===== src/rtl/cmac_bp_drain_ctl.sv =====
// ---------------------------------------------------------------------------------------------
// cmac_bp_drain_ctl
//
// Autonomous drain sequencer for the CMAC back-pressure event FIFO. While enabled it pops each
// head entry (length / rxad / timestamp), packs it with a 16-bit sequence number into a 128-bit
// AXI-Stream record, and keeps saturating event, stall and drop statistics.
//
// Record layout (m_axis_tdata):
//   [127:112] seq   [111:97] zero   [96] rxad   [95:64] length   [63:0] timestamp
//
// Parameters
//   POP_LAT       cycles after a bp_next pulse before bp_* are valid again (>= 1)
//   DROP_TIMEOUT  stall cycles before a held record is discarded (drop build only)
//
// Build option
//   CMAC_BP_DROP_EN  when defined, a per-record stall timer discards a record that has waited
//                    DROP_TIMEOUT stalled cycles. When undefined, SEND waits indefinitely, the
//                    timer is not built and drop_count is tied to zero.
//
// Ports
//   clk, resetn             clock, asynchronous active-low reset
//   enable                  1 = drain automatically; 0 = stop after the current record
//   clear_stats             1-cycle pulse, zeroes all statistics (wins over an increment)
//   bp_valid, bp_length,    FIFO head entry
//   bp_rxad, bp_timestamp
//   bp_next                 1-cycle pop strobe to the FIFO (combinational, same cycle as capture)
//   m_axis_tdata/tvalid     record stream, registered
//   m_axis_tready           downstream ready
//   busy                    record held or pop settling in progress
//   event_count             records emitted (saturating)
//   stall_count             cycles with tvalid=1 and tready=0 (saturating)
//   drop_count              records discarded on timeout (saturating)
// ---------------------------------------------------------------------------------------------
module cmac_bp_drain_ctl #(
  parameter int unsigned POP_LAT      = 2,
  parameter int unsigned DROP_TIMEOUT = 1024
) (
  input  logic          clk,
  input  logic          resetn,
  input  logic          enable,
  input  logic          clear_stats,
  input  logic          bp_valid,
  input  logic [31:0]   bp_length,
  input  logic          bp_rxad,
  input  logic [63:0]   bp_timestamp,
  output logic          bp_next,
  output logic [127:0]  m_axis_tdata,
  output logic          m_axis_tvalid,
  input  logic          m_axis_tready,
  output logic          busy,
  output logic [31:0]   event_count,
  output logic [31:0]   stall_count,
  output logic [31:0]   drop_count
);

  // Elaboration-time sanity check on the configuration.
  if (POP_LAT < 1 || DROP_TIMEOUT < 1) begin : g_param_check
    $error("cmac_bp_drain_ctl: POP_LAT and DROP_TIMEOUT must both be >= 1");
  end

  localparam int unsigned SettleW = (POP_LAT < 2) ? 1 : $clog2(POP_LAT + 1);
  localparam logic [SettleW-1:0] SettleLoad = SettleW'(POP_LAT);

  typedef enum logic [0:0] {
    StIdle,
    StSend
  } state_e;

  state_e               r_state;
  logic [SettleW-1:0]   r_settle;
  logic [15:0]          r_seq;
  logic                 r_tvalid;
  logic [127:0]         r_tdata;
  logic [31:0]          r_event_cnt;
  logic [31:0]          r_stall_cnt;

  logic                 w_pop;
  logic                 w_hshk;
  logic                 w_stall;
  logic                 w_timeout;

  // A capture and its pop happen in the same cycle; the settle counter then blocks the next
  // capture until the FIFO head has had POP_LAT cycles to update.
  assign w_pop   = (r_state == StIdle) && enable && bp_valid && (r_settle == '0);
  assign w_hshk  = (r_state == StSend) && m_axis_tready;
  assign w_stall = (r_state == StSend) && !m_axis_tready;

`ifdef CMAC_BP_DROP_EN
  localparam int unsigned TmrW = (DROP_TIMEOUT < 2) ? 1 : $clog2(DROP_TIMEOUT);

  logic [TmrW-1:0]      r_stall_tmr;
  logic [31:0]          r_drop_cnt;

  // Fires on the DROP_TIMEOUT-th stalled cycle of the current record. A handshake in that
  // cycle is impossible by construction since w_stall requires tready=0, so a late handshake
  // always counts as sent.
  assign w_timeout = w_stall && (r_stall_tmr == TmrW'(DROP_TIMEOUT - 1));

  always_ff @(posedge clk or negedge resetn) begin
    if (!resetn) begin
      r_stall_tmr <= '0;
    end else if (w_pop) begin
      r_stall_tmr <= '0;
    end else if (w_stall) begin
      r_stall_tmr <= r_stall_tmr + 1'b1;
    end
  end

  always_ff @(posedge clk or negedge resetn) begin
    if (!resetn) begin
      r_drop_cnt <= '0;
    end else if (clear_stats) begin
      r_drop_cnt <= '0;
    end else if (w_timeout && (r_drop_cnt != '1)) begin
      r_drop_cnt <= r_drop_cnt + 1'b1;
    end
  end

  assign drop_count = r_drop_cnt;
`else
  assign w_timeout  = 1'b0;
  assign drop_count = '0;
`endif

  // Main sequencer: state, settle counter, sequence number and the registered record.
  always_ff @(posedge clk or negedge resetn) begin
    if (!resetn) begin
      r_state  <= StIdle;
      r_settle <= '0;
      r_seq    <= '0;
      r_tvalid <= 1'b0;
      r_tdata  <= '0;
    end else begin
      if (w_pop) begin
        r_settle <= SettleLoad;
      end else if (r_settle != '0) begin
        r_settle <= r_settle - 1'b1;
      end

      case (r_state)
        StIdle: begin
          if (w_pop) begin
            r_tdata  <= {r_seq, 15'b0, bp_rxad, bp_length, bp_timestamp};
            r_tvalid <= 1'b1;
            r_state  <= StSend;
          end
        end
        StSend: begin
          if (m_axis_tready) begin
            r_tvalid <= 1'b0;
            r_seq    <= r_seq + 16'd1;
            r_state  <= StIdle;
          end else if (w_timeout) begin
            // Dropped record: seq is not consumed.
            r_tvalid <= 1'b0;
            r_state  <= StIdle;
          end
        end
        default: begin
          r_tvalid <= 1'b0;
          r_state  <= StIdle;
        end
      endcase
    end
  end

  // Statistics; clear_stats takes priority over a coincident increment.
  always_ff @(posedge clk or negedge resetn) begin
    if (!resetn) begin
      r_event_cnt <= '0;
    end else if (clear_stats) begin
      r_event_cnt <= '0;
    end else if (w_hshk && (r_event_cnt != '1)) begin
      r_event_cnt <= r_event_cnt + 1'b1;
    end
  end

  always_ff @(posedge clk or negedge resetn) begin
    if (!resetn) begin
      r_stall_cnt <= '0;
    end else if (clear_stats) begin
      r_stall_cnt <= '0;
    end else if (w_stall && (r_stall_cnt != '1)) begin
      r_stall_cnt <= r_stall_cnt + 1'b1;
    end
  end

  assign bp_next       = w_pop;
  assign m_axis_tdata  = r_tdata;
  assign m_axis_tvalid = r_tvalid;
  assign busy          = (r_state == StSend) || (r_settle != '0);
  assign event_count   = r_event_cnt;
  assign stall_count   = r_stall_cnt;

endmodule


===== config.mk =====
export PLATFORM = sky130hd
export DESIGN_NAME = cmac_bp_drain_ctl
export DESIGN_NICKNAME = d
export VERILOG_FILES = /design/src/rtl/cmac_bp_drain_ctl.sv
export SDC_FILE = /design/constraint.sdc
export NUM_CORES = 1
export LEC_CHECK = 0
export BUFFER_PORTS_ARGS = -buffer_cell sky130_fd_sc_hd__buf_2
export CORE_MARGIN = 8
export CORE_UTILIZATION = 54
export CTS_CLUSTER_DIAMETER = 40
export DETAILED_ROUTE_END_ITERATION = 8
export HOLD_SLACK_MARGIN = 0.08
export PLACE_DENSITY_LB_ADDON = 0.3
export SYNTH_ARGS = -nofsm -noshare
export SYNTH_HDL_FRONTEND = slang
export SYNTH_SLANG_ARGS = --single-unit

===== constraint.sdc =====
create_clock -name clk -period 6.3 [get_ports clk]
set_input_delay 1.26 -clock clk [delete_from_list [all_inputs] [get_ports clk]]
set_output_delay 1.26 -clock clk [all_outputs]
set_load 0.005 [all_outputs]

==> summary.md, run 1 <==
| Metric | Value |
|---|---|
| Critical-path maximum fanout | `31` |
| Internal Power | `around 0.0026 W` |
| H-Tree Depth | `4` |
| Worst Path Arrival | `2.04 ns` |
| Setup TNS | `0 ns` |
| Root Buffer | `clkbuf_16` |
| Max rail drop VDD | `0.172 mV` |
| Final #Nets | `around 1400` |
| Final worst-path cycle share | `0.524` |
| Starting density of the core | `0.547` |
| Global-route wire length before repair | `39700 um` |
| Post-CTS sizing | `0` |
| Detail Placement HPWL | `~18000 um` |
| Tot GR Track Use | `0.228` |
| Warnings, synthesis | `0` |
| Worst hold-check path type | `flip-flop to flip-flop` |
| CP Class | `input pin to output pin` |
| PwrDens | `about 340 nW/um^2` |
| Comb pwr share | `0.242` |
| Synth Instances | `980` |
| Pre-Repair DR Iteration Count | `5` |
| Critical path endpoint category | `output pin` |
| WL per Instance | `16.4 um` |
| Clock Power Share | `0.295` |
| Sequential area share after synthesis | `0.547` |
| Startpoint Class | `input pin` |
| GP Congestion | `slightly above 0.8` |
| Via-to-Cell Ratio | `5.14` |
| Critical Path RT | `a little over 5 ns` |
| Clock transition at path regs | `approximately 0.07 ns` |
| Fin cells | `about 1500` |
| Worst Hold Launch | `m_axis_tdata[35]` |
| Net Sw Frac | `0.317` |
| Max Cap Viol | `0` |
| FF-to-FF Start | `event_count[0]` |
| Largest area contributor in the netlist | `dfrtp_1` |
| CTS tree | `built` |
| # setup viols final | `0` |
| Status | `complete, no violations` |
| Die area | `between 20000 and 25000 um^2` |
| Hold Buf Count CTS | `0` |
| Worst-case reg-to-reg path depth | `6` |
| Hold depth | `2` |
| Number of enable flip-flop cells after synthesis | `0` |
| Input/output buffers | `282` |
| Seq pwr share | `0.463` |
| Post-synthesis cell type count | `54` |
| Placeable core region | `around 16000 um^2` |
| CTS Buf Count | `17` |
| R2r endpoint | `event_count[5]` |
| Overflow after GRT | `0` |
| Most numerous cell in the Yosys netlist | `nand2_1` |
| Post-synth ARST share | `1.00` |
| Die Span X | `between 100 and 150 um` |
| Row cnt | `47` |
| Final hold vios | `0` |
| DRT iter0 DRCs | `~480` |
| Worst Tran Pin Value | `~1.0 ns` |
| DP Cell Count | `1447` |
| Slew Viols, Final | `0` |
| Initial antenna violation count | `1` |
| Via Count | `roughly 7600` |
| Worst Skew | `approximately 0.010 ns` |
| Avg Cell Area, Syn | `around 9 um^2` |
| Top-area cell type share of the netlist area | `0.547` |
| Pleak | `approximately 6 nW` |
| Antenna Violating Nets Remaining | `0` |
| Clock latency on the worst-skew pair | `0.43 ns` |
| Layout cell share with drive strength beyond 1 | `0.275` |
| Largest net degree at the start of global routing | `around 130` |
| Clk buf depth | `2` |
| Tmin final | `3.30 ns` |
| RSZ-0062 raised after global routing | `false` |
| Fmax achieved | `approximately 0.3 GHz` |
| TritonCTS Sinks | `around 200` |
| Final-layout fill cell count | `about 1400` |
| Area Overhead vs Synth | `22.1%` |
| Die Span Y | `about 150 um` |
| Setup slack, reg-to-reg | `~3.5 ns` |
| DRC | `0` |
| Yosys reg bits | `~200` |
| Routed WL | `24200 um` |
| Post-CTS Setup Bufs | `0` |
| Synth cell count leaders | `nand2_1, dfrtp_1, buf_4` |
| Cell Area, Synth | `~9000 um^2` |
| Num ports | `330` |
| Rel. slew slack | `0.336` |
| Switch Pwr | `~0.0012 W` |
| Worst Hold Path EP | `m_axis_tdata[35]` |
| Vias in the first global route | `around 7400` |
| Post-synth top flop | `dfrtp_1` |
| Area contributors post-synth | `dfrtp_1, nand2_1, buf_4, xnor2_1, a21oi_1` |
[layout by cell type (no fill, tap or decap), types with 3 or more instances in the layout]
cell type	instances
and2_1	5
nor2_1	41
xnor2_1	23
o21ai_0	15
o31ai_1	10
or4_1	11
a211oi_1	5
buf_4	8
nand2b_1	3
and3_1	6
a21oi_1	34
buf_2	281
and4_1	10
inv_6	4
nand3_1	26
nor3_1	3
nand2_1	367
ha_1	4
inv_1	10
nand4_1	25
o21ai_1	7
nor4_1	8
dfrtp_1	197
or3_1	19
mux2_2	9
nor2b_1	10
clkbuf_16	17
clkinv_2	4
xor2_1	11
conb_1	47
[per-stage QoR]
stage,hold slack [ns],power (W),area (um^2),util,setup slack [ns]
floorplan,0.445,0.00220,9190,-,3.13
global placement,0.452,0.00266,10400,0.631,2.98
detailed placement,0.457,0.00270,10400,0.631,2.99
CTS,0.475,0.00382,11000,0.668,2.99
global route,0.492,0.00400,11000,0.668,2.91
finish,0.470,0.00377,11000,0.668,3.00
[how the worst max path moves through the flow]
| stage | depth (start not counted) | from | endpoint | slack (ns) |
|---|---|---|---|---|
| final | 5 | bp_valid | bp_next | 3.00 |
| after global routing | 5 | bp_valid | bp_next | 2.91 |
| after CTS | 5 | bp_valid | bp_next | 2.99 |
| after detailed placement | 5 | bp_valid | bp_next | 2.99 |
| after global placement | 5 | bp_valid | bp_next | 2.98 |
| after floorplan | 3 | bp_valid | bp_next | 3.13 |
[cell type report]
class	instances	area, um^2	share of cell area
antenna	2	5.00	0.000455
clock buffer	18	439	0.0399
clock inverter	14	166	0.0151
inverter	11	42.5	0.00387
multi-input combinational	729	3660	0.333
sequential	197	4930	0.448
tap	220	275	0.0250
timing repair buffer	290	1480	0.135
[kinds of logic after synthesis]
group	count (synthesis)	synth area share
compound gates	86	0.0634
xor+xnor	34	0.0330
fa+ha+maj	4	0.00555
buf+inv	100	0.0658
flops	197	0.547
mux	12	0.0151
other cells	1	0.000416
simple gates	546	0.270
[flip-flops by register name (all words and copies together) (netlist names)]
name / flops
m_axis_tdata: 113
stall_count: 32
r_state: 1
event_count: 32
r_seq: 16
m_axis_tvalid: 1
r_settle: 2
[critical path: stages]
cell and delay, ns:
buf_2 0.10, nand4b_1 0.08, buf_4 0.34, clkinv_2 0.10
buf_2 0.14
[power by group through the flow]
stage	Clock, W	Combinational [W]	Sequential, W
floorplan	0	0.000396	0.00180
global placement	0	0.000908	0.00176
detailed placement	0	0.000929	0.00177
CTS	0.00113	0.000937	0.00175
global route	0.00118	0.00104	0.00178
finish	0.00111	0.000913	0.00175
[layer usage]
metal	global-route usage	vias to the layer above	wire length [um]
met5	0	-	0
met4	0.0999	0	839
met3	0.0659	46	1710
met2	0.379	260	11800
met1	0.273	3604	9890
li1	-	3697	-
No activity file was read; power rests on OpenSTA's default activity.
==> run 2, diff against run 1 <==
- ABC_AREA: not set -> 1
- CORE_UTILIZATION: 54 -> 51
- clock period: 6.3 -> 3.45 ns (I/O delays scaled with it)
==> run 2 against run 1 <==
Against the previous run: final cell count up 26%; flip-flop and latch count unchanged; combinational power up 98%; die area up 15%; utilization down 4.5 points; sequential power up 91%; setup slack worse by 1.9 ns; critical path depth up 2; count of clock-buffer cells in the layout down 1; design area up 9.1%; critical path type is now flip-flop to output pin; largest power group unchanged.
==> summary.md, run 2 <==
| Metric | Value |
|---|---|
| Status | `complete, no violations` |
| Cell Area, Synth | `9920 um^2` |
| Post-synth ARST share | `1.00` |
| GP Congestion | `approximately 0.94` |
| Startpoint Class | `flip-flop` |
| Critical Path RT | `2.76 ns` |
| R2r endpoint | `m_axis_tdata[41]` |
| Largest area contributor in the netlist | `dfrtp_1` |
| Via-to-Cell Ratio | `approximately 4.8` |
| Seq pwr share | `0.466` |
| Initial antenna violation count | `1` |
| Die Span Y | `between 150 and 200 um` |
| Final worst-path cycle share | `0.678` |
| Avg Cell Area, Syn | `around 7.5 um^2` |
| Max reg flops | `~110` |
| Final hold vios | `0` |
| Net Sw Frac | `0.342` |
| Reg area | `about 4900 um^2` |
| Comb pwr share | `0.253` |
| Worst Tran Pin Value | `between 0.9 and 1 ns` |
| Root Buffer | `clkbuf_16` |
| Starting density of the core | `0.515` |
| Clk buf depth | `2` |
| Sequential area share after synthesis | `0.497` |
| Number of enable flip-flop cells after synthesis | `0` |
| Max Cap Viol | `0` |
| DRC | `0` |
| Internal Power | `0.00471 W` |
| Setup TNS | `0 ns` |
| Fin cells | `around 1900` |
| Commonest non-fill, non-tap cell in the layout | `nand2_1` |
| Tot GR Track Use | `0.238` |
| Layout cell share with drive strength beyond 1 | `0.225` |
| Post-Route Utilization | `0.623` |
| FF-to-FF Start | `r_settle[0]` |
| Area Overhead vs Synth | `21.0%` |
| CTS tree | `built` |
| Most numerous cell in the Yosys netlist | `nand2_1` |
| Final #Nets | `1700` |
| Post-synth top flop | `dfrtp_1` |
| Top-area cell type share of the netlist area | `0.497` |
| Yosys reg bits | `197` |
| Worst hold-check path type | `input pin to async pin` |
| Die area | `between 20000 and 25000 um^2` |
| Critical path endpoint category | `output pin` |
| Post-CTS sizing | `0` |
| Row cnt | `between 50 and 60` |
| Critical-path maximum fanout | `6` |
| Tmin final | `between 2 and 2.5 ns` |
| Via Count | `a little over 9000` |
| Power Total | `about 0.0072 W` |
| RSZ-0062 raised after global routing | `false` |
| Slew Viols, Final | `0` |
| Largest net degree at the start of global routing | `99` |
| Vias in the first global route | `9088` |
| Pre-Repair DR Iteration Count | `5` |
| Antenna Violating Nets Remaining | `0` |
| Synth Instances | `~1300` |
| WL per Instance | `roughly 15 um` |
| Post-synthesis cell type count | `33` |
| Hold slack | `0.219 ns` |
| Warnings, synthesis | `0` |
| Global-route wire length before repair | `46300 um` |
| Post-CTS Setup Bufs | `0` |
| Hold Buf Count CTS | `0` |
| Area of the multi-input gates | `4240 um^2` |
| Input/output buffers | `between 200 and 300` |
| Clock latency on the worst-skew pair | `about 0.44 ns` |
| Clock transition at path regs | `around 0.08 ns` |
| Synth cell count leaders | `nand2_1, dfrtp_1, nor2_1` |
| Pleak | `about 6.7 nW` |
| Num ports | `330` |
| Routed WL | `28300 um` |
| Worst Path Arrival | `about 1.7 ns` |
| Fmax achieved | `0.428 GHz` |
| Setup slack, reg-to-reg | `~1.3 ns` |
| Placeable core region | `between 15000 and 20000 um^2` |
| Overflow after GRT | `0` |
| # setup viols final | `0` |
| Worst Skew | `0.0197 ns` |
| Clock Power Share | `0.282` |
| CTS Buf Count | `17` |
| Final-layout fill cell count | `between 1500 and 2000` |
| DRT iter0 DRCs | `568` |
| Switch Pwr | `approximately 0.0025 W` |
| Detail Placement HPWL | `roughly 21000 um` |
| Die Span X | `~160 um` |
| Highest-count cells in the layout ignoring fill and taps | `nand2_1, buf_2, dfrtp_1, nor2_1, inv_1` |
| H-Tree Depth | `4` |
| Rel. slew slack | `0.371` |
| Area contributors post-synth | `dfrtp_1, nand2_1, nor2_1, buf_4, nand3_1` |
| Worst-case reg-to-reg path depth | `9` |
| PwrDens | `between 500 and 600 nW/um^2` |
| DP Cell Count | `~1800` |
| TritonCTS Sinks | `197` |
| CP Class | `flip-flop to output pin` |
| Max rail drop VDD | `about 0.43 mV` |
run 2: cell families after synthesis:
kind of cell | Yosys count | share of synthesized area
buffers and inverters | 184 | 0.0941
XOR/XNOR | 25 | 0.0221
AND/OR/NAND/NOR | 849 | 0.350
other | 1 | 0.000378
AO/OA/AOI/OAI | 62 | 0.0315
adder cells (fa/ha/maj) | 4 | 0.00504
flip-flops | 197 | 0.497
run 2: how the worst max path moves through the flow:
stage                     start              end  slack [ns]
floorplan              bp_valid          bp_next        1.53
global placement    clear_stats  stall_count[12]        1.07
detailed placement  clear_stats  stall_count[12]         1.0
CTS                 r_settle[0]          bp_next        1.09
global route        r_settle[0]          bp_next         1.0
finish              r_settle[0]          bp_next        1.11
run 2: power by group through the flow:
stage	Sequential, W	Combinational (W)	Clock [W]
2_1_floorplan	0.00339	0.000814	0
3_3_place_gp	0.00335	0.00179	0
3_5_place_dp	0.00335	0.00186	0
4_1_cts	0.00333	0.00186	0.00205
5_1_grt	0.00342	0.00208	0.00214
6_report	0.00334	0.00181	0.00202
run 2: metrics by stage:
stage | cell area [um^2] | worst slack (ns)
CTS | 12000 | 1.09
finish | 12000 | 1.11
floorplan | 10100 | 1.53
global placement | 11400 | 1.07
detailed placement | 11400 | 0.996
global route | 12000 | 0.997
run 2: per-layer routing:
layer,vias to the layer above,part of all wire,wire (um),track usage
met5,-,0.00028,8,0
met4,2,0.020,563,0.0818
met3,40,0.080,2270,0.0696
met2,302,0.50,14000,0.400
met1,4226,0.40,11400,0.286
li1,4497,-,-,-
run 2: area by class of cell:
cell class                 count  share of cell area
timing repair buffer         291               0.126
inverter                      99              0.0317
clock inverter                15              0.0154
multi-input combinational    987               0.353
clock buffer                  17              0.0354
antenna                        2            0.000417
tap                          265              0.0276
sequential                   197               0.411
run 2: critical path, stage by stage, from the launching register on:
cell	delay [ns]
dfrtp_1	0.36
inv_1	0.09
ha_1	0.17
inv_1	0.05
nor2_1	0.09
inv_1	0.09
nor2_4	0.17
buf_2	0.19
